==> config.mk <==
export PLATFORM = sky130hd
export DESIGN_NAME = sort_frame_loader
export DESIGN_NICKNAME = d
export VERILOG_FILES = /design/src/rtl/sort_frame_loader.sv
export SDC_FILE = /design/constraint.sdc
export NUM_CORES = 1
export LEC_CHECK = 0
export ABC_AREA = 1
export CAP_MARGIN = 20
export CORE_UTILIZATION = 49
export DETAILED_ROUTE_END_ITERATION = 8
export PLACE_DENSITY = 0.84
export SYNTH_ARGS = -nofsm -noshare
export SYNTH_HDL_FRONTEND = slang
export SYNTH_SLANG_ARGS = --single-unit
==> constraint.sdc <==
create_clock -name clk -period 3.49 [get_ports clk]
set_input_delay 0.5235 -clock clk [delete_from_list [all_inputs] [get_ports clk]]
set_output_delay 0.5235 -clock clk [all_outputs]
set_load 0.005 [all_outputs]
==> src/rtl/sort_frame_loader.sv <==
// sort_frame_loader: serial-to-parallel frame loader in front of the bitonic
// sort network. Accepted samples fill slots 0..SIZE-1 in arrival order. A
// frame closes on in_last or when the vector is full. The vector is then held
// with out_valid until out_ready consumes it. Unused slots carry a pad value
// that sorts to the tail for the chosen direction.
// Optional feature macro: SORT_LOADER_COUNT_EN adds the out_count port.
// NETWORK_WIDTH / INDEX_WIDTH come from parameters.svh. Defaults apply only
// if that header has not already defined them.

`ifndef NETWORK_WIDTH
  `define NETWORK_WIDTH 8
`endif
`ifndef INDEX_WIDTH
  `define INDEX_WIDTH 4
`endif

module sort_frame_loader #(
  parameter int SIZE = 4,
  parameter bit UP   = 1'b1
) (
  input  logic                                      clk,
  input  logic                                      rst,
  input  logic                                      in_valid,
  output logic                                      in_ready,
  input  logic [`NETWORK_WIDTH-1:0]                 in_data,
  input  logic                                      in_last,
  output logic                                      out_valid,
  input  logic                                      out_ready,
  output logic [SIZE-1:0][`NETWORK_WIDTH-1:0]       data_out,
  output logic [SIZE-1:0][`INDEX_WIDTH-1:0]         index_out
`ifdef SORT_LOADER_COUNT_EN
  ,
  output logic [$clog2(SIZE):0]                     out_count
`endif
);

  localparam int W  = `NETWORK_WIDTH;
  localparam int IW = `INDEX_WIDTH;
  localparam int PW = $clog2(SIZE) + 1;

  // Pad value sorts to the tail: max for ascending, zero for descending.
  localparam logic [W-1:0] PAD = UP ? {W{1'b1}} : {W{1'b0}};

  typedef enum logic {
    FILL    = 1'b0,
    PRESENT = 1'b1
  } state_t;

  state_t        state_reg, state_next;
  logic [PW-1:0] wr_ptr_reg, wr_ptr_next;
  logic [PW-1:0] cnt_reg, cnt_next;
  logic          ready_reg, ready_next;
  logic          accept;
  logic          consume;
  logic [W-1:0]  data_reg [SIZE];

  // Control registers. in_ready is registered, so it stays low for the first
  // cycle after reset release.
  always_ff @(posedge clk or posedge rst) begin
    if (rst) begin
      state_reg  <= FILL;
      wr_ptr_reg <= '0;
      cnt_reg    <= '0;
      ready_reg  <= 1'b0;
    end else begin
      state_reg  <= state_next;
      wr_ptr_reg <= wr_ptr_next;
      cnt_reg    <= cnt_next;
      ready_reg  <= ready_next;
    end
  end

  // Next-state logic: fill until last/full, then present until consumed.
  always_comb begin
    state_next  = state_reg;
    wr_ptr_next = wr_ptr_reg;
    cnt_next    = cnt_reg;
    accept      = 1'b0;
    consume     = 1'b0;
    case (state_reg)
      FILL: begin
        accept = in_valid && ready_reg;
        if (accept) begin
          wr_ptr_next = wr_ptr_reg + PW'(1);
          if (in_last || (wr_ptr_reg == PW'(SIZE - 1))) begin
            cnt_next   = wr_ptr_reg + PW'(1);
            state_next = PRESENT;
          end
        end
      end
      PRESENT: begin
        consume = out_ready;
        if (consume) begin
          state_next  = FILL;
          wr_ptr_next = '0;
        end
      end
      default: begin
        state_next = FILL;
      end
    endcase
    // Ready follows the state we are entering, so it is high on the recovery
    // cycle right after a frame is consumed.
    ready_next = (state_next == FILL);
  end

  genvar gi;
  generate
    for (gi = 0; gi < SIZE; gi++) begin : g_slot
      // Slot register: load when written, return to pad when consumed.
      always_ff @(posedge clk or posedge rst) begin
        if (rst) begin
          data_reg[gi] <= PAD;
        end else if (consume) begin
          data_reg[gi] <= PAD;
        end else if (accept && (wr_ptr_reg == PW'(gi))) begin
          data_reg[gi] <= in_data;
        end
      end

      assign data_out[gi]  = data_reg[gi];
      // The arrival index is fixed by slot position. Pad slots therefore
      // keep unique indices.
      assign index_out[gi] = IW'(gi);
    end
  endgenerate

  assign in_ready  = ready_reg;
  assign out_valid = (state_reg == PRESENT);

`ifdef SORT_LOADER_COUNT_EN
  assign out_count = out_valid ? cnt_reg : '0;
`endif

endmodule

==> impl_metrics.env, run 1 <==
export IMPL_final_core_util=0.6479
export IMPL_globalplace_congestion=0.8354
export IMPL_maxCapViolations=0
export IMPL_worst_slew_pin_slew_ps=893.7
export IMPL_diodes=0
export IMPL_hold_path_class="reg -> reg"
export IMPL_relSlewSlack=0.4021
export IMPL_syn_inst=213
export IMPL_ir_worst_vdd_mv=0.4208
export IMPL_fin_cells=306
export IMPL_grt_total_usage=0.2174
export IMPL_cp_max_fo=46
export IMPL_mostFrequentLayoutCell="nand3_1"
export IMPL_finalSetupTns_ps=0
export IMPL_endpoint_kind="flip-flop"
export IMPL_drive_gt1_frac=0.2054
export IMPL_power_density_mw_per_mm2=854.7
export IMPL_rows=22
export IMPL_yosys_area_top_type_share=0.4447
export IMPL_multi_input_area_um2=729.5
export IMPL_fillers=336
export IMPL_numCtsBuffers=5
export IMPL_die_h_um=64.12
export IMPL_synth_cell_types=19
export IMPL_port_buffers=46
export IMPL_coreArea_mm2=0.003689
export IMPL_avgSynthCellArea_um2=8.876
export IMPL_leakagePower_uw=0.001155
export IMPL_drcViolationCount=0
export IMPL_die_area_mm2=0.004111
export IMPL_vias=1559
export IMPL_postRouteAntennaNets=0
export IMPL_fin_skew_ps=6.157
export IMPL_cts_resized=0
export IMPL_grt_pass1_wl_um=6686
export IMPL_cts_max_path_buffers=2
export IMPL_synth_top_family_by_area="simple AND/OR/NAND/NOR gates"
export IMPL_holdWs_ps=480.5
export IMPL_yosysWarningCount=0
export IMPL_grt_pass1_vias=1403
export IMPL_regArea_um2=965.9
export IMPL_hpwl_um=2787
export IMPL_dp_cells=299
export IMPL_postCtsHoldBufs=0
export IMPL_cts_setup_buffers=0
export IMPL_synth_xor_area_frac=0
export IMPL_start_util=0.5126
export IMPL_clk_latency_ps=300
export IMPL_synth_fa_ha_area_frac=0.03309
export IMPL_viasPerCell=5.095
export IMPL_fmax_ghz=0.4830
export IMPL_wirelength_um=4053
export IMPL_drt_initial_drc_count=78
export IMPL_antenna_found_initial=0
export IMPL_status="complete, no violations"
export IMPL_finalSetupViolCount=0
export IMPL_io_pins=63
export IMPL_synth_top_cell_by_area="dfstp_2"
export IMPL_rsz0062_at_grt="no"
export IMPL_h_tree_depth=2
export IMPL_wl_per_cell_um=13.25
export IMPL_largest_reg_flops=32
export IMPL_synth_compound_area_frac=0.01125
export IMPL_ys_top_cells_by_area="dfstp_2, nand3_1, nand2_1"
export IMPL_grt_max_degree=47
export IMPL_crit_type="in -> reg"
export IMPL_r2r_slack_ps=1670
export IMPL_slew_viol_final=0
export IMPL_cts_root_buf="clkbuf_8"
export IMPL_syn_area_mm2=0.001891
export IMPL_power_total_uw=2042
export IMPL_cts_sink_count=37
export IMPL_dieWidth_um=64.12
export IMPL_clk_pin_slew_ps=70
export IMPL_drt_first_pass_iters=4
export IMPL_cts_tree="built"
export IMPL_synth_simple_area_share=0.3097
export IMPL_worstPathArrival_ps=2310
export IMPL_fin_crit_sh=0.5933
export IMPL_critPathRequiredTime_ps=3730
export IMPL_grt_overflow_total=0
export IMPL_finalHoldViolCount=0
export IMPL_min_period_ps=2071
export IMPL_synth_seq_cells=37
export IMPL_startpoint_type="input pin"
export IMPL_nNetsFinal=276
export IMPL_mostFrequentLayoutCells="nand3_1, nand2_1, clkdlybuf4s50_1"
export IMPL_synth_area_mux_share=0
export IMPL_yosysSeqAreaShare=0.5109
export IMPL_area_growth_syn_to_layout_pct=26.41
-- worst max-delay path, stage by stage --
cell and delay, ps:
clkdlybuf4s50_1 500, nand2_2 500, nand2_4 530, nand3_1 140
nand2_1 100
-- cell usage after synthesis --
library cell and instances:
buf_2 3, buf_4 16, buf_6 4, conb_1 2, dfrtp_1 5, dfstp_2 32, ha_1 5, inv_1 16
inv_2 2, nand2_1 46, nand2_2 8, nand2_4 1, nand3_1 65, nand3_2 1, nand4_1 1, nor2_1 1
nor2_2 1, o21ai_1 3, o22ai_1 1
-- per-stage QoR --
step / worst slack (ps) / cell area (um2)
6_report: 1419 / 2390
5_1_grt: 1255 / 2390
4_1_cts: 1422 / 2390
3_5_place_dp: 1125 / 2291
3_3_place_gp: 1165 / 2291
2_1_floorplan: 2187 / 1943
-- layer usage --
| metal | GRT usage | part of all wire | up-vias | routed length [um] |
|---|---|---|---|---|
| met5 | 0 | 0 | - | 0 |
| met4 | 0.07222 | 0.015 | 0 | 59 |
| met3 | 0.06071 | 0.065 | 6 | 264 |
| met2 | 0.3271 | 0.47 | 68 | 1891 |
| met1 | 0.3021 | 0.45 | 736 | 1837 |
| li1 | - | - | 749 | - |
-- cells by family (layout without fill, tap and decap cells) --
kind of cell    Yosys count  after routing
buf+inv                  41             72
fa+ha+maj                 5              5
compound gates            4              4
flops                    37             37
other cells               2             16
simple gates            124            124
-- power by group --
| part | total (uW) | internal [uW] | leakage (uW) | switching, uW |
|---|---|---|---|---|
| registers | 844 | 728 | 0.000396 | 117 |
| clock network | 336 | 179 | 0.0000522 | 157 |
| logic | 862 | 439 | 0.000707 | 423 |
| total | 2040 | 1350 | 0.00115 | 697 |
-- final timing paths --
| path | from | endpoint | cells past startpoint |
|---|---|---|---|
| min in group asynchronous | rst | data_out[17]$_DFFE_PP1P_ | 2 |
| worst min-delay path | data_out[19]$_DFFE_PP1P_ | data_out[19]$_DFFE_PP1P_ | 2 |
| worst min register to register | data_out[19]$_DFFE_PP1P_ | data_out[19]$_DFFE_PP1P_ | 2 |
| worst max-delay path | out_ready | data_out[4]$_DFFE_PP1P_ | 5 |
| max in group asynchronous | rst | data_out[9]$_DFFE_PP1P_ | 3 |
| worst max register to register | out_valid$_DFF_PP0_ | data_out[13]$_DFFE_PP1P_ | 4 |
-- final cells by class --
type | count | area share
Clock inverter | 1 | 0.002094
Clock buffer | 6 | 0.03927
Sequential cell | 37 | 0.4042
Inverter | 18 | 0.02827
Timing Repair Buffer | 47 | 0.1958
Tap cell | 48 | 0.02513
Multi-Input combinational cell | 149 | 0.3052
Note: power is estimated with default switching activity, not from simulation.
==> run 2, diff against run 1 <==
--- a/config.mk
+++ b/config.mk
@@ -7,9 +7,9 @@
 export LEC_CHECK = 0
 export ABC_AREA = 1
 export CAP_MARGIN = 20
-export CORE_UTILIZATION = 49
+export CORE_UTILIZATION = 41
 export DETAILED_ROUTE_END_ITERATION = 8
-export PLACE_DENSITY = 0.84
+export PLACE_DENSITY = 0.75
 export SYNTH_ARGS = -nofsm -noshare
 export SYNTH_HDL_FRONTEND = slang
 export SYNTH_SLANG_ARGS = --single-unit
==> constraint.sdc (replaced) <==
create_clock -name clk -period 1.7 [get_ports clk]
set_input_delay 0.255 -clock clk [delete_from_list [all_inputs] [get_ports clk]]
set_output_delay 0.255 -clock clk [all_outputs]
set_load 0.005 [all_outputs]
==> run 2 against run 1 <==
  * Total power rose by 120%
  * Final cell count rose by 2.3%
  * Flip-flop and latch count did not move
  * Count of clock-buffer cells in the layout fell by 1
  * Global-route usage fell by 2.3 points
  * Sequential power rose by 110%
  * Clock power rose to 2.8 times the previous value
  * Largest cell class unchanged
==> impl_metrics.env, run 2 (same netlist as run 1, synthesis figures left out) <==
export IMPL_status="complete, no violations"
export IMPL_diodes=0
export IMPL_clk_latency_ps=300
export IMPL_cts_tree="built"
export IMPL_drcViolationCount=0
export IMPL_finalSetupViolCount=0
export IMPL_wl_per_cell_um=13.65
export IMPL_place_area_mm2=0.002311
export IMPL_r2r_cells=6
export IMPL_clk_pin_slew_ps=80
export IMPL_area_growth_syn_to_layout_pct=29.52
export IMPL_timing_rr_end="data_out[27]$_DFFE_PP1P_"
export IMPL_final_core_util=0.5585
export IMPL_ir_worst_vdd_mv=0.9342
export IMPL_grt_pass1_wl_um=7320
export IMPL_path_buf_inv=1
export IMPL_path_cells="clkdlybuf4s50_1"
export IMPL_grt_max_degree=38
export IMPL_drive_gt1_frac=0.2146
export IMPL_grt_pass1_vias=1473
export IMPL_viasPerCell=4.917
export IMPL_port_buffers=46
export IMPL_critPathRequiredTime_ps=1440
export IMPL_startpoint_type="flip-flop"
export IMPL_cts_setup_buffers=0
export IMPL_cts_max_path_buffers=2
export IMPL_cts_sink_count=37
export IMPL_numCtsBuffers=5
export IMPL_vias=1539
export IMPL_cp_max_fo=2
export IMPL_drt_initial_drc_count=92
export IMPL_wl_met1_um=2015
export IMPL_slew_viol_final=0
export IMPL_finalHoldViolCount=0
export IMPL_finalSetupTns_ps=0
export IMPL_cpMaxStageDelayCell="dfstp_2"
export IMPL_power_density_mw_per_mm2=1829
export IMPL_wirelength_um=4273
export IMPL_leakagePower_uw=0.001180
export IMPL_rr_startpoint="wr_ptr_reg[0]$_DFFE_PP0P_"
export IMPL_rsz0062_at_grt="no"
export IMPL_grt_total_usage=0.1939
export IMPL_worstPathArrival_ps=1360
export IMPL_rows=24
export IMPL_mostFrequentLayoutCell="nand3_1"
export IMPL_crit_type="reg -> out"
export IMPL_die_area_mm2=0.004887
export IMPL_antenna_found_initial=0
export IMPL_fillers=408
export IMPL_nNetsFinal=278
export IMPL_endpoint_kind="output port"
export IMPL_wl_met3_um=263
export IMPL_die_h_um=69.91
export IMPL_postRouteAntennaNets=0
export IMPL_cts_resized=0
export IMPL_start_util=0.4312
export IMPL_grt_overflow_total=0
export IMPL_min_period_ps=1612
export IMPL_postCtsHoldBufs=0
export IMPL_hold_path_class="in -> async"
export IMPL_hpwl_um=3043
export IMPL_finalInstanceArea_mm2=0.002449
export IMPL_globalplace_congestion=0.7992
export IMPL_maxCapViolations=0
export IMPL_cts_root_buf="clkbuf_8"
export IMPL_largest_reg_flops=32
export IMPL_r2r_slack_ps=330
export IMPL_path_delay_family="flip-flops"
export IMPL_fin_crit_sh=0.9480
export IMPL_holdWs_ps=362.9
export IMPL_drt_first_pass_iters=4
export IMPL_h_tree_depth=2
export IMPL_mostFrequentLayoutCells="nand3_1, nand2_1, clkdlybuf4s50_1"
export IMPL_critPathMaxStageDelay_ps=550
export IMPL_dr_wl_met2_um=1937
export IMPL_io_pins=63
export IMPL_fin_ws_ps=88.45
export IMPL_fmax_ghz=0.6205
export IMPL_dieWidth_um=69.91
export IMPL_dp_slack_ps=114.9
export IMPL_maxUsedRoutingLayer="met4"
export IMPL_fin_skew_ps=8.354
export IMPL_coreArea_mm2=0.004384
==> run 2: cell types whose count changed in the layout (fill, tap and decap cells not counted) <==
cell and change:
buf_4 +2, inv_6 +1, clkinv_2 -1, bufinv_16 +2
clkbuf_16 -1
==> run 2: power breakdown <==
part	internal, uW	total, uW	switching [uW]
Combinational	912	1800	891
Sequential	1490	1740	245
Clock	591	937	346
Total	3000	4480	1480
==> run 2: worst max path at each step <==
stage               depth (start not counted)  slack (ps)                  endpoint                 startpoint
global route                                1          50              data_out[22]   data_out[22]$_DFFE_PP1P_
CTS                                         1          70               data_out[9]    data_out[9]$_DFFE_PP1P_
global placement                            5         140   data_out[1]$_DFFE_PP1P_                  out_ready
detailed placement                          6         110  data_out[22]$_DFFE_PP1P_                   in_valid
floorplan                                   5         520  data_out[24]$_DFFE_PP1P_  wr_ptr_reg[0]$_DFFE_PP0P_
finish                                      1          90               data_out[9]    data_out[9]$_DFFE_PP1P_
==> run 2: layer usage <==
layer | vias up | track usage
met1 | 719 | 0.2744
met2 | 62 | 0.2874
li1 | 752 | -
met3 | 6 | 0.04762
met4 | 0 | 0.07333
met5 | - | 0
==> run 2: layout make-up <==
type,count,area (um2),area share
clock buffers,5,68.82,0.02810
clock inverters,3,68.82,0.02810
inverters,18,67.56,0.02759
multi-input cells,149,729.5,0.2979
flip-flops and latches,37,965.9,0.3945
well taps,52,65.06,0.02657
repair buffers,49,483.0,0.1972
==> run 2: stage by stage <==
stage	total power, uW	instances
after floorplan	2673	227
after global placement	3533	305
after detailed placement	3569	305
after CTS	4527	313
after global routing	4818	313
final	4479	313
==> run 2: worst min-delay path, cell delays in order <==
cell and delay (ps):
clkdlybuf4s50_1 400, inv_1 50, buf_4 390
